### src/rtl/result_streamer.sv
// result_streamer: captures a completed result matrix from the systolic
// fetcher on a rising comp_ready and streams it out element by element,
// row-major, over a valid/ready handshake.
module result_streamer #(
   parameter int DATA_WIDTH = 8,
   parameter int ARRAY_A_W  = 4,
   parameter int ARRAY_W_L  = 4
) (
   input  logic                                                   clk,
   input  logic                                                   reset_n,
   input  logic                                                   comp_ready,
   input  logic [0:ARRAY_A_W-1][0:ARRAY_W_L-1][2*DATA_WIDTH-1:0] in_data,
   output logic                                                   out_valid,
   input  logic                                                   out_ready,
   output logic [2*DATA_WIDTH-1:0]                                out_data,
   output logic [3:0]                                             out_row,
   output logic [3:0]                                             out_col,
   output logic                                                   out_last,
   output logic                                                   busy,
   output logic                                                   overrun,
   input  logic                                                   clr_overrun
);

   localparam logic [3:0] LAST_ROW = 4'(ARRAY_A_W - 1);
   localparam logic [3:0] LAST_COL = 4'(ARRAY_W_L - 1);

   typedef enum logic {IDLE, STREAM} state_t;

   state_t     state, state_d;
   logic [3:0] row, row_d;
   logic [3:0] col, col_d;
   logic       comp_ready_q;
   logic       start;
   logic       capture;
   logic       at_last;

   logic [0:ARRAY_A_W-1][0:ARRAY_W_L-1][2*DATA_WIDTH-1:0] buffer;

   // A start is a fresh rising edge of the completion level; the delayed copy
   // resets high so a level already present at reset release is not a start.
   assign start   = comp_ready && !comp_ready_q;
   assign at_last = (row == LAST_ROW) && (col == LAST_COL);

   // Control state: FSM, element counters, edge detector and sticky overrun.
   always_ff @(posedge clk) begin
      if (!reset_n) begin
         state        <= IDLE;
         row          <= '0;
         col          <= '0;
         comp_ready_q <= 1'b1;
         overrun      <= 1'b0;
      end else begin
         state        <= state_d;
         row          <= row_d;
         col          <= col_d;
         comp_ready_q <= comp_ready;
         // A new overrun event wins over a simultaneous clear.
         if (start && state == STREAM)
            overrun <= 1'b1;
         else if (clr_overrun)
            overrun <= 1'b0;
      end
   end

   // Matrix buffer: loaded only on capture, never reset.
   always_ff @(posedge clk) begin
      if (capture)
         buffer <= in_data;
   end

   // Next-state and counter logic; starts in IDLE only, walks row-major on transfers.
   always_comb begin
      state_d = state;
      row_d   = row;
      col_d   = col;
      capture = 1'b0;
      case (state)
         IDLE: begin
            if (start) begin
               capture = 1'b1;
               state_d = STREAM;
               row_d   = '0;
               col_d   = '0;
            end
         end
         STREAM: begin
            if (out_ready) begin
               if (at_last) begin
                  state_d = IDLE;
                  row_d   = '0;
                  col_d   = '0;
               end else if (col == LAST_COL) begin
                  col_d = '0;
                  row_d = row + 4'd1;
               end else begin
                  col_d = col + 4'd1;
               end
            end
         end
         default: begin
            state_d = IDLE;
            row_d   = '0;
            col_d   = '0;
         end
      endcase
   end

   // Output view: buffer element at (row, col) while streaming, all zero otherwise.
   always_comb begin
      out_valid = (state == STREAM);
      busy      = (state == STREAM);
      out_row   = '0;
      out_col   = '0;
      out_last  = 1'b0;
      out_data  = '0;
      if (state == STREAM) begin
         out_row  = row;
         out_col  = col;
         out_last = at_last;
         for (int r = 0; r < ARRAY_A_W; r++) begin
            for (int c = 0; c < ARRAY_W_L; c++) begin
               if (row == r[3:0] && col == c[3:0])
                  out_data = buffer[r][c];
            end
         end
      end
   end

endmodule

### config.mk
export PLATFORM = sky130hd
export DESIGN_NAME = result_streamer
export DESIGN_NICKNAME = d
export VERILOG_FILES = /design/src/rtl/result_streamer.sv
export SDC_FILE = /design/constraint.sdc
export NUM_CORES = 1
export LEC_CHECK = 0
export ABC_AREA = 1
export ABC_CLOCK_PERIOD_IN_PS = 30900
export CAP_MARGIN = 20
export CORE_MARGIN = 3
export CORE_UTILIZATION = 35
export CTS_BUF_LIST = sky130_fd_sc_hd__clkbuf_8
export DETAILED_ROUTE_END_ITERATION = 7
export SYNTH_ARGS = -nofsm -noshare
export SYNTH_HDL_FRONTEND = slang
export SYNTH_SLANG_ARGS = --single-unit
### constraint.sdc
create_clock -name clk -period 30.9 [get_ports clk]
set_input_delay 7.725 -clock clk [delete_from_list [all_inputs] [get_ports clk]]
set_output_delay 7.725 -clock clk [all_outputs]
set_load 0.005 [all_outputs]
# ---- After elaboration in Yosys (flattened, before gate mapping)
# Index checks and enable logic that the tools add are counted.
dict set report totals {
  regBits 267
  output_inout_bits 28
  word_cells 93
}
dict set report classes {
  add_sub_neg 2
  eq_ne 9
  n_mux 36
  n_bitwise 1
  n_reduce_logical 24
}
# op count
set ops {}
lappend ops {{two-way mux 16 bit} 17}
lappend ops {{two-way mux 4 bit} 9}
lappend ops {{logical AND 1 bit} 18}
lappend ops {{== test 4 x 2 -> 1 bit (second input constant)} 4}
lappend ops {{one-hot mux 4 bit (2 select lines)} 2}
lappend ops {{adder 4 x 1 -> 4 bit (second input constant)} 2}
lappend ops {{== test 4 x 1 -> 1 bit (second input constant)} 2}
lappend ops {{zero test 4 bit} 2}
lappend ops {{two-way mux 1 bit} 7}
lappend ops {{!= test 2 bit (second input constant)} 2}
lappend ops {{!= test 3 x 1 -> 1 bit (second input constant)} 1}
lappend ops {{AND reduction 3 bit} 1}
lappend ops {{one-hot mux 1 bit (2 select lines)} 1}
lappend ops {{AND reduction 2 bit} 1}
lappend ops {{nonzero test 2 bit} 1}
lappend ops {{zero test 1 bit} 1}
lappend ops {{inverter 1 bit} 1}

# ---- Logic depth before layout (Yosys ltp)
# Gate-level depths: netlist of run 1.
dict set report depth {
  depth_word 19
  mapped_depth 22
  ltp_nobuf 21
}

# ---- Least setup slack after synthesis of run 1
# OpenSTA, ideal clock, no wires.
dict set report synth_path {
  path_type {in2reg}
  startpoint {input port comp_ready}
  endpoint {register row[2]}
  setup_time_ns 0.155
  t_arrival_ns 28.512
  setup_slack_ns 2.233
  stages 5
  n_path_buf 0
  path_cell_list {inv_1 nor3_1 a31oi_1 o21ai_0 nor3b_1}
}
dict set report synth_between {
  elab_chain_cells 3
}
# element line
set synth_rtl {}
lappend synth_rtl {{from (decl)} 11} ;# input logic comp_ready,
lappend synth_rtl {{logical AND 1 bit} 41} ;# assign start = comp_ready && !comp_ready_q;
lappend synth_rtl {{!= test 2 bit (no line)} n/a}
lappend synth_rtl {{AND reduction 3 bit (no line)} n/a}
lappend synth_rtl {{to (signal assigned)} 54} ;# row <= row_d;
lappend synth_rtl {{to (decl)} 30} ;# logic [3:0] row, row_d;
# No other way between the ends.
# A chain may end at the register's enable or synchronous reset.

# ---- Final worst setup path of run 1
dict set report layout_path {
  startpoint {register col[0]}
  endpoint {output port out_data[13]}
}
dict set report layout_between {
  elab_chain_cells 19
  elab_cells_between_ends 37
  cone_classes {3 x eq/ne; 17 x mux; 17 x reduce/logical}
}
# element line
set layout_rtl {}
lappend layout_rtl {{from (decl)} 31} ;# logic [3:0] col, col_d;
lappend layout_rtl {{from (signal assigned)} 55} ;# col <= col_d;
lappend layout_rtl {{zero test 4 bit} 122} ;# if (row == r[3:0] && col == c[3:0])
lappend layout_rtl {{logical AND 1 bit} 122}
lappend layout_rtl {{two-way mux 16 bit (15 in series)} 122}
lappend layout_rtl {{two-way mux 16 bit *} 122}
lappend layout_rtl {{two-way mux 16 bit *} 116} ;# if (state == STREAM) begin
lappend layout_rtl {{to (decl)} 15} ;# output logic [2*DATA_WIDTH-1:0] out_data,
# Mark *: on every way between the ends. The rest lies on a longest branch, timed or not.

==> results of run 1 <==
[Yosys cell counts (7+ instances only)]
cell and instances:
nor2_1 81, dfxtp_1 11, edfxtp_1 256, nand3_1 121, ha_1 8, or2_2 32
a21oi_2 9, a21oi_1 80, nand2_1 211, buf_2 15, o21ai_0 19, or2_1 7
clkbuf_1 18, inv_1 48
[registers in the layout, summed over array words and instances, names as in the netlist]
register	cells
busy	1
comp_ready_q	1
row	4
buffer	256
col	4
overrun	1
[path summary, 6_finish.rpt]
| path | from | end | slack [ns] | cells after the start |
|---|---|---|---|---|
| worst max-delay path | col[0] | out_data[13] | 19.10 | 20 |
| worst min-delay path | overrun | overrun | 0.47 | 2 |
| worst max register to register | busy | row[3] | 27.87 | 5 |
| worst min register to register | overrun | overrun | 0.47 | 2 |
[stage by stage]
step | setup WS, ns | utilization, % | area (µm²) | hold slack (ns)
2_1_floorplan | 2.233 | - | 11300 | 0.4596
3_3_place_gp | 19.71 | 45.83 | 14540 | 0.4568
3_5_place_dp | 19.65 | 45.83 | 14540 | 0.4694
4_1_cts | 19.04 | 48.43 | 15360 | 0.4778
5_1_grt | 18.64 | 48.64 | 15430 | 0.4990
6_report | 19.10 | 48.65 | 15430 | 0.4706
[logic make-up after synthesis]
logic type,Yosys count
DFF,267
AOI/OAI and AO/OA,119
and+or+nand+nor,481
buffers and inverters,96
xor gates and xnor gates,2
adders and majority gates,8
[worst max-delay path, delay by kind of cell (launching register included)]
| family | cells | cell delay [ns] |
|---|---|---|
| buf+inv | 1 | 0.50 |
| fa+ha+maj | 1 | 0.26 |
| simple gates | 15 | 1.86 |
| compound gates | 3 | 0.46 |
| flops | 1 | 0.45 |
[cells in the final DEF (no fill, tap or decap), types with 4 or more instances in the layout]
cell type,netlist,final
inv_2,5,5
nor2_1,81,79
or2_0,4,4
nor3_1,6,5
diode_2,0,6
or2_1,7,7
buf_4,4,11
nand2_1,211,211
ha_1,8,8
nand3_1,121,121
clkbuf_8,0,46
edfxtp_1,256,256
clkinv_2,0,4
nor2_2,5,7
o21ai_1,4,4
clkinv_1,0,13
a21oi_2,9,9
clkdlybuf4s50_1,0,288
inv_1,48,61
dfxtp_1,11,11
nor2_4,4,4
or2_2,32,32
a21oi_1,80,80
o21ai_0,19,19
[power groups by stage]
stage	clock, W	combinational (W)	sequential, W
2_1_floorplan	0	0.0000314	0.000426
3_3_place_gp	0	0.0000811	0.000419
3_5_place_dp	0	0.0000816	0.000420
4_1_cts	0.000302	0.0000819	0.000412
5_1_grt	0.000321	0.0000896	0.000413
6_report	0.000293	0.0000812	0.000412
[metal layers]
metal	vias to the layer above	GRT usage [%]
met3	51	3.967
met2	253	30.56
li1	4006	-
met5	-	0
met4	0	6.226
met1	3834	22.67
[final cells by class]
type | count | area, µm²
diodes | 6 | 15.01
clock buffers | 46 | 633.1
clock inverters | 35 | 191.4
fillers | 2869 | 16290
inverters | 53 | 198.9
multi-input cells | 610 | 2962
flip-flops and latches | 267 | 7908
well taps | 402 | 503.0
repair buffers | 301 | 3020
==> metrics.cfg, run 1 <==
[detailed_routing]
wire_per_inst_um = 18.44
wl_mm = 31.72
met1_length_mm = 13.37
wl_met2_mm = 15.72
drt_pass1_iterations = 5
vias = 8144
via_per_inst = 4.735
route.met3.wl_mm = 1.837
ant_nets = 0
drtIter0Drc = 472
top_layer_used = met4
route.detailed.drc = 0

[grt]
grt_max_degree = 90
grt_pass1_wl_mm = 46.62
first_global_vias = 8295
grt_usage_pct = 17.93
gr-total-overflow = 0
antenna_found_initial = 5

[outcome]
status = finished clean

[die]
die_w_um = 185.7
initial_core_util_pct = 35.62
fp.dieH_um = 185.7
dieArea_um2 = 34470
fp.coreArea_um2 = 31720
rows = 65
io_pins = 289

[logic_synthesis]
synth_area_leaders = edfxtp_1 68%, nand2_1 7.0%, nand3_1 5.4%
yosys.area_share.simple_pct = 19.37
syn_nets = 1242
ys_types = 32
synth_compound_area_share_pct = 5.714
synth_top_area_share_pct = 68.04
synth_ff_type = edfxtp_1
netlist_instances = 973
async_reset_ff_share_pct = 0
synth-xor-area-share_pct = 0.1550
yosys.area.top_type = edfxtp_1
synth_mux_area_share_pct = 0
synth_edf_count = 256
yosys_register_bits = 267
ys_seq_area_share_pct = 69.99
ys_warn_count = 0
synth_fa_ha_area_share_pct = 0.8859
avgSynthCellArea_um2 = 11.61
synth_top_family_by_area = simple AND/OR/NAND/NOR gates
synthesis.area_um2 = 11300

[sta]
finalSetupViolCount = 0
worstMarginPinSlew_ns = 1.080
max-slew-margin-rel_pct = 27.98
finalCriticalPeriod_ns = 11.80
slew_violations = 0
final_hold_viol_count = 0
finClkSkew_ns = 0.01875
fin_tns_setup_ns = 0
clock.fmax_ghz = 0.08474
fin_crit_sh_pct = 38.19
rsz0062_at_grt = false

[power]
clkPwrFrac_pct = 37.2
power_leakage_nw = 5.666
switching_share_pct = 23.56
pwr-share-comb_pct = 10.3
switching_power_w = 0.0001851
cellPowerDensity_nw_per_um2 = 50.92
power.total_w = 0.0007857
ir_worst_vdd_v = 0.00002570
p_int_w = 0.0006006
p_seq_share_pct = 52.4

[critical_path]
slowest_delay_ns = 0.50
cp-end-kind = output port
start_kind = flop
crit_chain = ha_1 > nand2_4 > nor2_4 > nand2_1 > nand3_1 > o21ai_1 > o21ai_1 > nand2_1 > nand2_1 > nand2_1 > nand3_1 > o211ai_1 > nand3_1 > nand3_1 > nand2_1 > nand2_1 > nand2_1 > nand2_1 > nand2_1 > clkdlybuf4s50_1
path_class = flop to output port
crit_path_frequent_cell = nand2_1
worstPathArrival_ns = 4.08
cp_slowest_cell = clkdlybuf4s50_1
cp_max_fo = 20
required_ns = 23.18

[placed_design]
dp_hpwl_mm = 22.85
port_buffers = 288
dp_cells = 1631
gp_congestion = 0.8047

[clock_network]
post_cts_resized = 0
cts_tree = built
htreeDepth = 2
holdBufCountCts = 0
cts_made_buffers = 46
path_clk_slew_ns = 0.06
clock_path_buffers = 3
cts_setup_buffers = 0
cts_root_buffer = clkbuf_8
cts.sink_count = 267
clkLatencyLatePin_ns = 0.56

[layout]
drive_above_1_share_pct = 10.21
fin_nets = 1548
area_growth_pct = 36.58
final_cells = 1720

[min_path]
min_path_type = flop to flop

[run]
cap_violations = 0

No activity file was read; power rests on OpenSTA's default activity.
==> inputs of run 2 (changes only) <==
--- a/config.mk
+++ b/config.mk
@@ -6,7 +6,7 @@
 export NUM_CORES = 1
 export LEC_CHECK = 0
 export ABC_AREA = 1
-export ABC_CLOCK_PERIOD_IN_PS = 30900
+export ABC_CLOCK_PERIOD_IN_PS = 12050
 export CAP_MARGIN = 20
 export CORE_MARGIN = 3
 export CORE_UTILIZATION = 35
==> constraint.sdc (replaced) <==
create_clock -name clk -period 12.05 [get_ports clk]
set_input_delay 3.0125 -clock clk [delete_from_list [all_inputs] [get_ports clk]]
set_output_delay 3.0125 -clock clk [all_outputs]
set_load 0.005 [all_outputs]
==> run 2 against run 1 <==
Critical path depth grew 2. Worst hold slack gained 0.0013 ns. Clock-buffer cell count rose by 1. Non-clock buffer count decreased by 3. Cell count fell by 0.35%. Clock power grew to 2.5 times the previous value. Sequential share of layout area rose by 0.17 points. Critical endpoint is now out_data[12].
==> metrics.cfg, run 2 (synthesized netlist as in run 1, its figures left out) <==
[layout]
area_growth_pct = 36.12
top_register = buffer
final_common_cell = clkdlybuf4s50_1
reg_top3 = buffer x256, col x4, row x4
fin_nets = 1545
drive_above_1_share_pct = 10.11
largest_register_ffs = 256
final_cell_mix = 288 x clkdlybuf4s50_1, 256 x edfxtp_1, 211 x nand2_1, 121 x nand3_1, 80 x a21oi_1
n_fill_cell = 2922

[die]
fp.dieH_um = 185.7
io_pins = 289
initial_core_util_pct = 35.62
die_w_um = 185.7
rows = 65
fp.coreArea_um2 = 31720
dieArea_um2 = 34470

[power]
cellPowerDensity_nw_per_um2 = 130.7
ir_worst_vdd_v = 0.00006610
power_leakage_nw = 5.661

[grt]
grt_max_degree = 186
grt_pass1_wl_mm = 46.60
antenna_found_initial = 4
first_global_vias = 8337
gr-total-overflow = 0
grt_usage_pct = 17.80

[critical_path]
start_kind = flop
cp_max_fo = 31
slowest_delay_ns = 0.51
worstPathArrival_ns = 4.00
path_class = flop to output port
crit_chain = inv_1 > ha_1 > nand2_2 > nor2_4 > inv_2 > nor2_1 > nor2_1 > nand2_1 > nand2_1 > nand2_1 > nand3_1 > nand3_1 > nand3_1 > nand3_1 > nand3_1 > nand3_1 > nand2_1 > nand2_1 > nand2_1 > nand2_1 > a21oi_2 > clkdlybuf4s50_1
crit_path_frequent_cell = nand2_1
required_ns = 9.04
cp-end-kind = output port
cp_slowest_cell = clkdlybuf4s50_1

[detailed_routing]
vias = 8106
drt_pass1_iterations = 6
wl_mm = 31.45
ant_nets = 0
via_per_inst = 4.729
wire_per_inst_um = 18.35
drtIter0Drc = 649
route.detailed.drc = 0

[sta]
finalCriticalPeriod_ns = 7.008
fin_tns_setup_ns = 0
slew_violations = 0
rsz0062_at_grt = false
worstMarginPinSlew_ns = 1.020
finalSetupViolCount = 0
fin_crit_sh_pct = 58.16
clock.fmax_ghz = 0.1427
finClkSkew_ns = 0.01619
max-slew-margin-rel_pct = 32.03
whs_ns = 0.4719
final_hold_viol_count = 0

[clock_network]
clkLatencyLatePin_ns = 0.56
cts_tree = built
cts_setup_buffers = 0
holdBufCountCts = 0
post_cts_resized = 0
cts_root_buffer = clkbuf_8
htreeDepth = 2
clock_path_buffers = 3
cts_made_buffers = 46
path_clk_slew_ns = 0.06
cts.sink_count = 267

[min_path]
min_path_type = flop to flop

[placed_design]
dp_hpwl_mm = 22.65
gp_congestion = 0.7999
port_buffers = 288

[outcome]
status = finished clean

[run]
cap_violations = 0

==> run 2: cell types whose count changed in the layout (fill, tap and decap cells not counted), sizes merged <==
cell and change:
clkinvlp -1, clkinv -7, clkbuf +1, inv +4
buf -3
==> run 2: where the power goes <==
part / switching [W] / internal, W
sequential: 0.00000711 / 0.00105
clock: 0.000362 / 0.000385
combinational: 0.0000974 / 0.000109
total: 0.000467 / 0.00154
==> run 2: final timing paths <==
| path | slack [ns] | endpoint | depth (start not counted) | startpoint |
|---|---|---|---|---|
| hold / removal | 0.47 | overrun | 2 | overrun |
| setup / recovery | 5.04 | out_data[12] | 22 | row[0] |
| setup reg to reg | 9.12 | buffer[168] | 4 | busy |
| hold reg to reg | 0.47 | overrun | 2 | overrun |
==> run 2: critical path: cells and delay by family (launching register included) <==
kind                     cells  cell delay [ns]
AND/OR/NAND/NOR             17             1.63
buffers and inverters        3             1.03
flip-flops                   1             0.41
adder cells (fa/ha/maj)      1             0.23
AO/OA/AOI/OAI                1             0.13
==> run 2: stage by stage <==
step	cells	setup slack [ns]	utilization, %	power (W)	instance area (µm²)
after floorplan	973	1.419	-	0.001160	11310
after global placement	1629	5.603	45.84	0.001285	14540
after detailed placement	1629	5.533	45.84	0.001286	14540
after CTS	1707	4.937	48.42	0.002042	15360
after global routing	1712	4.608	48.47	0.002102	15370
final	1714	5.042	48.49	0.002011	15380
==> run 2: area by class of cell <==
| cell class | instances | area, µm² | area share, % |
|---|---|---|---|
| Sequential cell | 267 | 7908 | 51.42 |
| Timing Repair Buffer | 298 | 2970 | 19.31 |
| Multi-Input combinational cell | 610 | 2968 | 19.30 |
| Clock buffer | 47 | 646.9 | 4.206 |
| Tap cell | 402 | 503.0 | 3.270 |
| Inverter | 53 | 198.9 | 1.294 |
| Clock inverter | 31 | 170.2 | 1.106 |
| Antenna cell | 6 | 15.01 | 0.09762 |
==> run 2: routing by layer <==
layer  vias to the layer above  global-route usage (%)  routed length [µm]
met5                         -                       0                   0
met4                         0                   6.345                 792
met3                        57                   3.205                1690
met2                       265                   30.40               15700
met1                      3785                   22.87               13260
li1                       3999                       -                   -
==> RTL edit 1 (settings of run 1) <==
`ARRAY_W_L`: 4 -> 6.
--- a/src/rtl/result_streamer.sv
+++ b/src/rtl/result_streamer.sv
@@ -4,7 +4,7 @@
 module result_streamer #(
    parameter int DATA_WIDTH = 8,
    parameter int ARRAY_A_W  = 4,
-   parameter int ARRAY_W_L  = 4
+   parameter int ARRAY_W_L  = 6
 ) (
    input  logic                                                   clk,
    input  logic                                                   reset_n,
Ports: changed (resized in_data); port bits go from 289 to 417. The function was not compared with the original's and may differ.
==> RTL edit 1 against run 1 <==
Worst setup slack worse by 1.0 ns. Largest cell class unchanged. Cell area is 46% higher. Sequential share of layout area is 0.79 points higher. Core utilization is 0.25 points lower. Via count is 49% higher. Global-route usage is 2.2 points higher. Die area is 45% higher. Wire length is 61% higher. Area after synthesis is 46% higher. Total power is 49% higher. Critical path type unchanged. Sequential cell count is 128 higher. Fmax is 8.0% lower. Largest power group unchanged.
==> RTL edit 1: results <==
outcome:
  outcome: "finished, final reports clean"
placement:
  place.gp.congestion: 0.863
  hpwl_microns: 37300
  place_ws_ns: 18.66
  portBuffers: 416
sta:
  timing.slew.headroom_pct: 9.12
  whs_ns: 0.466
  fin_crit_ns: 12.83
  clock_skew_ns: 0.0346
layout:
  multi_input_area_share_pct: 18.5
  final_cell_area_sq_mm: 0.0226
  nets: 2270
  largestRegisters: "buffer: 384 flops, col: 4 flops, row: 4 flops"
  inv_count: 81
  antenna_cells: 11
  nFillCells: 4229
  multi_input_gates: 900
  layout.nonclk_buf_share_pct: 19.0
  nClkBuffers: 74
  drive_above_1_share_pct: 9.79
  buffers: 427
  seqCellArea_sq_mm: 0.0118
  clk_share_pct: 5.62
  stdcell_count: 2549
logic_synthesis:
  synth-xor-area-share_pct: 0.0530
  ys_seq_area_share_pct: 71.1
  synth_cells: 1434
  synth_cell_types: 34
  synthAdderAreaFrac_pct: 0.303
  ys_top_cells_by_area: "edfxtp_1 (70%), nand2_1 (9.0%), nand3_1 (5.3%)"
  syn_nets: 1827
clocking:
  worstSkewPairLatency_ns: 0.65
  cts_made_buffers: 72
  htree_levels: 3
critical_path:
  crit_end: "out_data[3]"
  ff2ff_path_depth: 3
  r2r_slack_ns: 28.01
  cp_max_fo: 26
  critPathLaunch: "row[1]"
global_route:
  grt_max_degree: 202
  grt_first_pass_wirelength_microns: 74800
  grt_usage_pct: 20.1
  antenna_found_initial: 11
power:
  p_leak_nw: 8.37
  ir_drop_mv: 0.0349
route:
  wl_per_cell_microns: 20.0
RTL edit 1: cell types whose count changed after synthesis, sizes merged, moves of 6 or more:
cell,delta
a21oi,-31
buf,+7
clkbuf,+8
edfxtp,+128
inv,+26
nand2,+189
nand3,+52
nor2,+29
nor3,+13
o211ai,+6
or2,+33
RTL edit 1: per-layer routing:
layer	track usage [%]	routed length [microns]	share of wire (%)	vias to the layer above
met5	0	0	0	-
met4	7.08	1130	2.2	0
met3	4.53	3060	6.0	78
met2	32.4	24900	49	432
met1	26.8	21900	43	5784
li1	-	-	-	5829
RTL edit 1: tightest hold or removal path, cell delays in order, from the launching register on:
cell and delay (ns):
dfxtp_1 0.30, nand2_1 0.06, a21oi_1 0.05
RTL edit 1: report_power, final:
group          internal, mW  total [mW]  switching (mW)
Sequential            0.607       0.612         0.00456
Combinational        0.0595       0.112          0.0525
Clock                 0.224       0.445           0.222
Total                 0.890        1.17           0.279
==> RTL edit 2 (config.mk and constraints of run 1) <==
Without the edit above. Reset style: asynchronous (`reset_n`), changed in one clocked block.
--- a/src/rtl/result_streamer.sv
+++ b/src/rtl/result_streamer.sv
@@ -42,7 +42,7 @@
    assign at_last = (row == LAST_ROW) && (col == LAST_COL);
 
    // Control state: FSM, element counters, edge detector and sticky overrun.
-   always_ff @(posedge clk) begin
+   always_ff @(posedge clk or negedge reset_n) begin
       if (!reset_n) begin
          state        <= IDLE;
          row          <= '0;
Behaviour: differs if reset_n is asserted again (counterexample within 4 cycles, from zero or initial values and one cycle with reset_n low); with reset_n held inactive, the same outputs for 10 cycles.
==> RTL edit 2 against run 1 <==
Clock skew rose by 0.0092 ns. Area after synthesis barely moved. Wire length rose by 3.3%. Worst setup slack got worse by 0.16 ns. Hold slack improved by 0.046 ns. Sequential cell count did not move. Sequential share of layout area rose by 0.34 points. Critical path depth fell by 3. Cell area barely moved. Via count rose by 0.64%. Synthesized cell count rose by 0.41%. Critical path type unchanged.
Power is not compared: it rests on default switching activity, and its combinational part moved more than twofold at a synthesized area within 25%.
==> RTL edit 2: results <==
logic_synthesis:
  syn_nets: 1246
  ys_seq_area_share_pct: 70.5
  syn_avg_cell_area_sq_um: 11.6
  synthTopCellsByCount: "edfxtp_1 (256), nand2_1 (228), a21oi_1 (95)"
  ys_top_cells_by_area: "edfxtp_1 (68%), nand2_1 (7.6%), a21oi_1 (4.2%)"
  synthArstFlopShare_pct: 4.12
critical_path:
  r2r_slack_ns: 27.77
  cp_max_fo: 24
  cpMaxStageDelayCell: "nor2_2"
  max_stage_delay_ns: 0.82
  cp.arrival_ns: 4.23
route:
  via_per_inst: 4.77
  wirelength_microns: 32800
  wl_per_cell_microns: 19.1
  drtIter0Drc: 668
global_route:
  met2_usage_pct: 29.7
  antenna_found_initial: 2
  grtUsageMet3_pct: 3.50
  use_met1_pct: 25.3
  grt_first_pass_wirelength_microns: 47700
  grt_pass1_vias: 8228
  grt_usage_pct: 18.4
  grt_max_degree: 104
placement:
  hpwl_microns: 23900
  place.gp.congestion: 0.893
layout:
  drive_above_1_share_pct: 9.44
outcome:
  outcome: "finished, final reports clean"
clocking:
  cts_resized: 0
  cts_made_buffers: 47
sta:
  timing.slew.headroom_pct: 34.1
  clock_skew_ns: 0.0279
[RTL edit 2: cell count changes in the layout (fill, tap and decap cells not counted), sizes merged, moves of 7 or more]
| cell | run 1 | this run |
|---|---|---|
| o211ai | 3 | 10 |
| dfrtp | 0 | 10 |
| nand2 | 216 | 233 |
| a21oi | 89 | 101 |
| or2 | 43 | 23 |
| dfxtp | 11 | 0 |
| nand3 | 122 | 92 |
[RTL edit 2: metrics by stage]
stage                     worst slack [ns]  util [%]  hold slack (ns)
after global routing                 18.48      48.7            0.543
final                                18.94      48.7            0.516
after global placement               19.65      45.8            0.517
after floorplan                      17.50         -            0.509
after CTS                            18.96      48.6            0.526
after detailed placement             19.57      45.8            0.519
[RTL edit 2: final timing paths]
path                         start            to  cells past startpoint
setup / recovery            col[1]  out_data[15]                     17
hold / removal             overrun       overrun                      2
setup reg to reg              busy   buffer[147]                      4
hold reg to reg            overrun       overrun                      2
max in group asynchronous  reset_n  comp_ready_q                      1
min in group asynchronous  reset_n        row[0]                      1
[RTL edit 2: area by class of cell]
| class | instances | area, sq um |
|---|---|---|
| Clock inverter | 35 | 205 |
| Timing Repair Buffer | 296 | 2960 |
| Sequential cell | 267 | 7960 |
| Tap cell | 402 | 503 |
| Inverter | 64 | 248 |
| Antenna cell | 2 | 5.00 |
| Clock buffer | 49 | 674 |
| Multi-Input combinational cell | 603 | 2880 |
| Fill cell | 2868 | 16300 |
[RTL edit 2: cell families after synthesis]
group / synth area share, %
AO/OA/AOI/OAI: 6.88
flip-flops: 70.5
XOR/XNOR: 0.155
adder cells (fa/ha/maj): 0.886
buffers and inverters: 4.06
AND/OR/NAND/NOR: 17.5
[RTL edit 2: worst reg2reg max path: cells and delay by family (launching register included)]
family,cells,cell delay (ns)
buffers and inverters,3,1.75
and+or+nand+nor,1,0.27
DFF,1,0.72
[RTL edit 2: power by group]
part / internal, mW / leakage (nW) / switching (mW) / total [mW]
combinational: 0.155 / 2.87 / 0.227 / 0.382
sequential: 0.434 / 2.44 / 0.0187 / 0.452
clock: 0.164 / 0.495 / 0.144 / 0.308
total: 0.753 / 5.81 / 0.390 / 1.14
[RTL edit 2: routing by layer]
metal,share of wire [%],up-vias
met5,0,-
met2,48,319
met4,2.3,0
li1,-,3986
met3,6.5,54
met1,43,3837
